File: config.mk
export PLATFORM = sky130hd
export DESIGN_NAME = shift595_tx
export DESIGN_NICKNAME = d
export VERILOG_FILES = /design/src/rtl/sr_pkg.sv /design/src/rtl/phase_timer.sv /design/src/rtl/shift595_tx.sv
export SDC_FILE = /design/constraint.sdc
export NUM_CORES = 1
export LEC_CHECK = 0
export ABC_AREA = 1
export ABC_CLOCK_PERIOD_IN_PS = 3200
export BUFFER_PORTS_ARGS = -buffer_cell sky130_fd_sc_hd__buf_2
export CORE_MARGIN = 2
export CORE_UTILIZATION = 45
export DETAILED_ROUTE_END_ITERATION = 10
export PLACE_DENSITY = 0.77
export SYNTH_ARGS = -nofsm -noshare
export SYNTH_HDL_FRONTEND = slang
export SYNTH_SLANG_ARGS = --single-unit
File: constraint.sdc
create_clock -name clk -period 3.2 [get_ports clk]
set_clock_uncertainty 0.05 [all_clocks]
set_input_delay 0.16 -clock clk [delete_from_list [all_inputs] [get_ports clk]]
set_output_delay 0.16 -clock clk [all_outputs]
set_load 0.05 [all_outputs]
File: src/rtl/sr_pkg.sv
// sr_pkg: shared FSM encoding and default sizing for the 74HC595 serializer.
package sr_pkg;

    // Two-bit state encoding shared by the serializer FSM.
    typedef enum logic [1:0] {
        IDLE     = 2'd0,
        SHIFT_LO = 2'd1,
        SHIFT_HI = 2'd2,
        LATCH    = 2'd3
    } state_t;

    // Default bits per transfer and system cycles per serial half-period.
    localparam int DEF_WIDTH = 8;
    localparam int DEF_DIV   = 4;

endpackage

File: src/rtl/phase_timer.sv
// phase_timer: counts DIV system cycles per serial phase and flags the last one.
//
// Ports:
//   clk   - system clock
//   rst_n - synchronous active-low reset
//   clr   - hold the counter at 0 (used while the serializer is idle)
//   done  - high on the last cycle of each DIV-cycle phase
//
// The counter wraps to 0 on its own when done is high, so back-to-back
// phases need no explicit clear.
module phase_timer #(
    parameter int DIV = 4
) (
    input  logic clk,
    input  logic rst_n,
    input  logic clr,
    output logic done
);

    localparam int CW = $clog2(DIV + 1);

    logic [CW-1:0] cnt_q, cnt_d;

    assign done = (cnt_q == CW'(DIV - 1));

    always_comb begin
        cnt_d = (clr || done) ? '0 : cnt_q + CW'(1);
    end

    always_ff @(posedge clk) begin
        if (!rst_n) begin
            cnt_q <= '0;
        end else begin
            cnt_q <= cnt_d;
        end
    end

endmodule

File: src/rtl/shift595_tx.sv
// shift595_tx: serializes parallel words onto a 74HC595 SER/SRCLK/RCLK interface.
//
// Ports:
//   clk       - system clock
//   rst_n     - synchronous active-low reset
//   din       - parallel word to transmit (WIDTH bits)
//   din_valid - din is valid this cycle
//   din_ready - a word can be accepted this cycle (high only in IDLE)
//   ser_data  - serial data to SER
//   ser_clk   - shift clock to SRCLK (chip samples on its rising edge)
//   ser_latch - storage latch to RCLK (pulse moves the word to the outputs)
//   busy      - a transfer is in progress
//
// Each bit spends DIV cycles with ser_clk low then DIV cycles with it high,
// so ser_data only moves on falling edges and is stable for DIV cycles on
// either side of every rising edge. All outputs are registered from the
// next-state decode, keeping the external pins glitch-free while staying
// aligned with the FSM state.
module shift595_tx
    import sr_pkg::*;
#(
    parameter int WIDTH     = DEF_WIDTH,
    parameter int DIV       = DEF_DIV,
    parameter bit MSB_FIRST = 1'b1
) (
    input  logic             clk,
    input  logic             rst_n,
    input  logic [WIDTH-1:0] din,
    input  logic             din_valid,
    output logic             din_ready,
    output logic             ser_data,
    output logic             ser_clk,
    output logic             ser_latch,
    output logic             busy
);

    localparam int BW = (WIDTH > 1) ? $clog2(WIDTH) : 1;

    state_t           state_q, state_d;
    logic [WIDTH-1:0] sh_q, sh_d;
    logic [BW-1:0]    bit_q, bit_d;
    logic             ser_data_q, ser_data_d;
    logic             ser_clk_q, ser_clk_d;
    logic             ser_latch_q, ser_latch_d;
    logic             busy_q, busy_d;
    logic             ready_q, ready_d;
    logic             phase_done;
    logic             shifting;

    // The timer is held clear in IDLE so the first SHIFT_LO phase is full length.
    phase_timer #(
        .DIV(DIV)
    ) u_timer (
        .clk  (clk),
        .rst_n(rst_n),
        .clr  (state_q == IDLE),
        .done (phase_done)
    );

    always_comb begin
        state_d = state_q;
        sh_d    = sh_q;
        bit_d   = bit_q;
        case (state_q)
            IDLE: begin
                if (din_valid) begin
                    sh_d    = din;
                    bit_d   = '0;
                    state_d = SHIFT_LO;
                end
            end
            SHIFT_LO: begin
                if (phase_done) begin
                    state_d = SHIFT_HI;
                end
            end
            SHIFT_HI: begin
                if (phase_done) begin
                    if (bit_q < BW'(WIDTH - 1)) begin
                        bit_d   = bit_q + BW'(1);
                        // Advance so the next bit sits where ser_data reads it.
                        sh_d    = MSB_FIRST ? (sh_q << 1) : (sh_q >> 1);
                        state_d = SHIFT_LO;
                    end else begin
                        state_d = LATCH;
                    end
                end
            end
            LATCH: begin
                if (phase_done) begin
                    state_d = IDLE;
                end
            end
            default: state_d = IDLE;
        endcase
        shifting    = (state_d == SHIFT_LO) || (state_d == SHIFT_HI);
        ser_data_d  = shifting && (MSB_FIRST ? sh_d[WIDTH-1] : sh_d[0]);
        ser_clk_d   = (state_d == SHIFT_HI);
        ser_latch_d = (state_d == LATCH);
        ready_d     = (state_d == IDLE);
        busy_d      = !ready_d;
    end

    always_ff @(posedge clk) begin
        if (!rst_n) begin
            state_q     <= IDLE;
            sh_q        <= '0;
            bit_q       <= '0;
            ser_data_q  <= 1'b0;
            ser_clk_q   <= 1'b0;
            ser_latch_q <= 1'b0;
            busy_q      <= 1'b0;
            ready_q     <= 1'b1;
        end else begin
            state_q     <= state_d;
            sh_q        <= sh_d;
            bit_q       <= bit_d;
            ser_data_q  <= ser_data_d;
            ser_clk_q   <= ser_clk_d;
            ser_latch_q <= ser_latch_d;
            busy_q      <= busy_d;
            ready_q     <= ready_d;
        end
    end

    assign din_ready = ready_q;
    assign ser_data  = ser_data_q;
    assign ser_clk   = ser_clk_q;
    assign ser_latch = ser_latch_q;
    assign busy      = busy_q;

endmodule

# Word level (Yosys, flattened, before mapping)
# Cells that the tools add are included.
# op_classes
n_addsub	2
mul	0
n_div	0
magnitude_cmp	1
eq_ne	10
shifts	0
n_mux	14
n_bitwise	1
reduce_logical	9
# ops
op	count
2-to-1 mux 8 bit	3
one-hot mux 8 bit (2 select lines)	1
2-to-1 mux 2 bit	5
2-to-1 mux 3 bit	3
equality test 2 bit (second input constant)	4
one-hot mux 2 bit (4 select lines)	1
adder 3 x 1 -> 3 bit (second input constant)	2
one-hot mux 3 bit (2 select lines)	1
equality test 2 x 1 -> 1 bit (second input constant)	2
logical NOT 2 bit	2
inequality test 2 bit (second input constant)	2
AND reduction 4 bit	1
equality test 3 x 2 -> 1 bit (second input constant)	1
less-than comparator 3 bit (second input constant)	1
logical OR 1 bit	2
inequality test 2 x 1 -> 1 bit (second input constant)	1
nonzero test 2 bit	1
OR reduction 2 bit	1
logical AND 1 bit	1
logical NOT 1 bit	1
inverter 1 bit	1
# word_totals
ff_bits	21
latch_bits	0
ram_bits	0
rom_bits	0
input_bits	11
out_inout_bits	5
elab_cells	47
memories	0

# Depth between registers and ports, before layout
# depth
depth_word	7
ltp_mapped	10
ltp_nobuf	10

# By module
# A second synthesis with hierarchy kept.
# unflattened
cells_unflattened	128
area_unflattened_um2	996.0
# by_module_without_submodules
mod	instances	cells_each	area_each_um2
shift595_tx	1	116	884.6
phase_timer	1	12	111.4

# Least setup slack after synthesis
# No wires, ideal clock.
# synth_timing
path_kind	reg-to-reg
from	register u_timer.cnt_q[0]
to	register ready_q (netlist: din_ready)
arrival_ns	1.499
setup_slack_ns	1.528
path_stages_with_launch	8
n_path_buf	0
path_cell_list	dfxtp_1 ha_1 ha_1 inv_1 o21ai_4 nor2_1 ha_1 or2_2
# synth_between
elab_chain_cells	4
elab_cells_between_ends	6
classes_between	eq/ne: 1; mux: 4; reduce/logical: 1
# synth_rtl
element	line	source
from (decl)	phase_timer.sv:22	logic [CW-1:0] cnt_q, cnt_d;
from (signal assigned)	phase_timer.sv:34	cnt_q <= cnt_d;
equality test 3 x 2 -> 1 bit *	phase_timer.sv:24	assign done = (cnt_q == CW'(DIV - 1));
2-to-1 mux 2 bit (on tied branches)	shift595_tx.sv:90, shift595_tx.sv:73, shift595_tx.sv:78	
one-hot mux 2 bit (4 select lines) *	shift595_tx.sv:64	case (state_q)
logical NOT 2 bit *	shift595_tx.sv:100	ready_d = (state_d == IDLE);
named net ready_d	shift595_tx.sv:46	logic ready_q, ready_d;
to (signal assigned)	shift595_tx.sv:122	ready_q <= ready_d;
to (decl)	shift595_tx.sv:46	
# The timed path passes the listed nets; every way through them passes the cells marked *.
# A chain may end at the register's enable or synchronous reset.

# Worst setup path after layout
# Same ends and word-level chain as after synthesis.

==> flow_summary.rst <==
.. list-table::
   :header-rows: 1

   * - Metric
     - Value
   * - Run status
     - finished, final reports clean
   * - Syn_nets
     - around 170
   * - Chain of cells forming the critical path
     - ha_1, ha_1, inv_1, o21ai_4, nor2_1, ha_1, or2_2
   * - Required @ worst endpoint
     - roughly 3.4 ns
   * - Via count normalized by instance count
     - 4.63
   * - GRT met2 Usage
     - a little over a quarter
   * - Resized cells post-CTS
     - 0
   * - Dpl ws
     - 1.40 ns
   * - Total routing resource utilization after global routing
     - around 15%
   * - Hold Startpoint
     - din[0]
   * - Initial core utilization
     - between 40% and 50%
   * - Mean instance size in the synthesized netlist
     - slightly above 7 sq um
   * - Leak pwr
     - 0.569 nW
   * - Nets
     - 183
   * - Max cap viols
     - 0
   * - Crit share post-route
     - between 50% and 60%
   * - RR Endpoint
     - din_ready
   * - Share of power burned in registers
     - ~58%
   * - Post-CTS clock slew at the launch and capture registers of the worst setup and hold paths
     - about 0.11 ns
   * - Remaining global-route overflow
     - 0
   * - Global-route track usage on met3
     - 2.59%
   * - RSZ-0062 raised after global routing
     - no
   * - Clock network fraction of total power
     - 26.3%
   * - Switching share of total power
     - roughly 28%
   * - Max Buffers Root-to-Sink
     - 2
   * - Worst endpoint data arrival time
     - a little under 2 ns
   * - Die Footprint
     - about 2700 sq um
   * - Layout area overhead
     - 10.8%
   * - Standard-cell rows
     - 17
   * - Max H-tree Level
     - 1
   * - Latest clock arrival within the worst-skew pair
     - approximately 0.30 ns
   * - Total number of vias
     - roughly 880
   * - Total Neg Setup Slack
     - 0 ns
   * - Instance count along the most critical hold path
     - 3
   * - CTS root buf
     - clkbuf_4
   * - Number of cell instances on the worst register-to-register path
     - 7
   * - Total count of max-transition violations in the final report
     - 0
   * - Total of hold buffers inserted after clock tree synthesis
     - 0
   * - Busiest layer in global routing
     - met2
   * - Netlist Area Pre-Place
     - 1030 sq um
   * - Antenna violation net count after detailed routing
     - 0
   * - Startpoint kind of the worst setup timing path
     - register
   * - Final Instance Count excl. Fillers
     - 191
   * - Count of unresolved DRC violations after routing
     - 0
   * - Count of different cell masters after synthesis
     - 16
   * - Y dimension of the die
     - between 50 and 60 um
   * - R2R Setup Slk
     - about 1.4 ns
   * - Share of final-layout standard cells stronger than drive strength 1
     - between 10% and 20%
   * - Source of the worst register-to-register timing path
     - u_timer.cnt_q[0]
   * - Ant diodes
     - 0
   * - CTS tree
     - built
   * - # placed instances
     - between 150 and 200
   * - Number of instances in the synthesized netlist
     - 146
   * - Cell with the most instances on the worst path
     - ha_1
   * - NetSw
     - about 0.14 mW
   * - Number of buffers inserted by post-CTS setup repair
     - 0
   * - Warnings from Yosys
     - 0
   * - DIE WIDTH
     - 51.8 um
   * - Routed WL
     - between 1.5 and 2 mm
   * - Gate power share
     - between 10% and 20%
   * - Routed WL per cell
     - 9.70 um
   * - Maximum ir drop on the vdd rail
     - around 0.26 mV
   * - Fraction of met1 tracks used by global routing
     - 17.2%
   * - Placer's final routability congestion estimate
     - 0.927
   * - Maximum single-stage delay on the critical path
     - around 0.35 ns
   * - Min Clock Period, post-route
     - approximately 1.8 ns
   * - FILL cells
     - 228
   * - Internal power of the cells
     - 0.350 mW
   * - Number of antenna violations at the first check in global routing
     - 0
   * - Number of CTS-inserted buffers
     - 3
   * - WHS
     - approximately 0.043 ns
   * - Relative slew slack
     - between 80% and 90%
   * - Final number of hold-violating endpoints
     - 0
   * - #FFs+latches synth
     - 21
   * - Via count of the first global-routing pass
     - 793
   * - Pwr/cell area
     - 426 nW/um^2
   * - Pin count of the biggest net entering global routing
     - 15
   * - Worst-margin pin slew
     - around 0.29 ns
   * - Core Footprint
     - roughly 2200 sq um
   * - Highest attainable clock frequency
     - ~550 MHz
   * - Worst-case hold path end point
     - sh_q[0]
   * - DP Wirelength
     - 1.38 mm
   * - Setup slack after layout
     - between 1 and 1.5 ns
   * - Number of clock sinks
     - 21
   * - Worst Setup End Kind
     - register
   * - Slowest stage cell, crit path
     - dfxtp_1
   * - Type of the tightest min-delay check
     - in -> reg
   * - Final setup viols
     - 0
   * - Worst-path fanout max
     - 7
   * - DRC marker count from the first detailed-route iteration
     - 10
   * - Global-route wire length before repair
     - ~3.0 mm
   * - # IOs
     - 16
   * - Startpoint-to-endpoint class of the critical path
     - reg -> reg
   * - Seq/Total Area, Yosys
     - around two fifths
   * - Pre-antenna DRT Iters
     - 4
   * - IO buf count
     - 15
-- worst max path at each step --
stage | endpoint | from
floorplan | din_ready | u_timer.cnt_q[0]
global placement | din_ready | u_timer.cnt_q[0]
detailed placement | din_ready | u_timer.cnt_q[0]
CTS | din_ready | u_timer.cnt_q[0]
global route | din_ready | u_timer.cnt_q[0]
finish | din_ready | u_timer.cnt_q[0]
-- power groups by stage --
stage	sequential, mW	combinational (mW)	clock, mW
after floorplan	0.297	0.0511	0
after global placement	0.287	0.0746	0
after detailed placement	0.287	0.0766	0
after CTS	0.282	0.0772	0.132
after global routing	0.283	0.0873	0.141
final	0.281	0.0766	0.127
-- stage by stage --
step	power (mW)	utilization [%]	instance area (sq um)
6_report	0.485	52.0	1140
5_1_grt	0.511	52.0	1140
4_1_cts	0.490	52.0	1140
3_5_place_dp	0.364	50.8	1110
3_3_place_gp	0.362	50.8	1110
2_1_floorplan	0.348	-	1030
-- layout make-up --
class | count | area [sq um] | area share (%)
multi-input combinational | 101 | 500 | 43.9
sequential | 21 | 420 | 36.9
inverter | 22 | 82.6 | 7.24
timing repair buffer | 15 | 75.1 | 6.59
tap | 28 | 35.0 | 3.07
clock buffer | 4 | 26.3 | 2.31
-- layout by cell type (no fill, tap or decap) --
master	n
nand2_1	35
nor2_1	34
inv_1	21
dfxtp_1	21
buf_2	15
nand3_1	8
ha_1	8
o21ai_0	5
a21oi_1	4
nand2_2	3
clkbuf_4	3
o21ai_4	1
nand4_1	1
clkinv_1	1
xnor2_1	1
or2_2	1
clkbuf_1	1
-- registers in the layout, summed over array words and instances (netlist names) --
name and cells:
bit_q 3, ser_data 1, ser_latch 1, busy 1
sh_q 8, state_q 2, din_ready 1, ser_clk 1
u_timer.cnt_q 3
-- critical path: cells and delay by family, from the launching register on --
| family | cells | cell delay (ns) |
|---|---|---|
| simple gates | 2 | 0.42 |
| buf+inv | 1 | 0.09 |
| flops | 1 | 0.35 |
| fa+ha+maj | 3 | 0.57 |
| compound gates | 1 | 0.24 |
-- metal layers --
layer | vias to the layer above | wire length [um]
met2 | 19 | 890
met3 | 6 | 82
li1 | 474 | -
met5 | - | 0
met4 | 0 | 36
met1 | 385 | 843
-- cell families after synthesis --
kind of cell	share of synthesized area, %
simple gates	32.1
compound gates	5.96
fa+ha+maj	9.73
buf+inv	10.5
flops	40.9
xor+xnor	0.852
-- synthesized netlist by cell type --
cell,instances,area [sq um]
or2_2,1,6.26
clkinv_1,1,3.75
nand2_1,35,131
nand4_1,1,6.26
dfxtp_1,21,420
nor2_1,34,128
nand2_2,3,18.8
o21ai_4,1,16.3
buf_6,1,11.3
inv_1,21,78.8
ha_1,8,100
xnor2_1,1,8.76
o21ai_0,5,25.0
nand3_1,8,40.0
a21oi_1,4,20.0
clkbuf_8,1,13.8
Note: power is estimated with default switching activity, not from simulation.
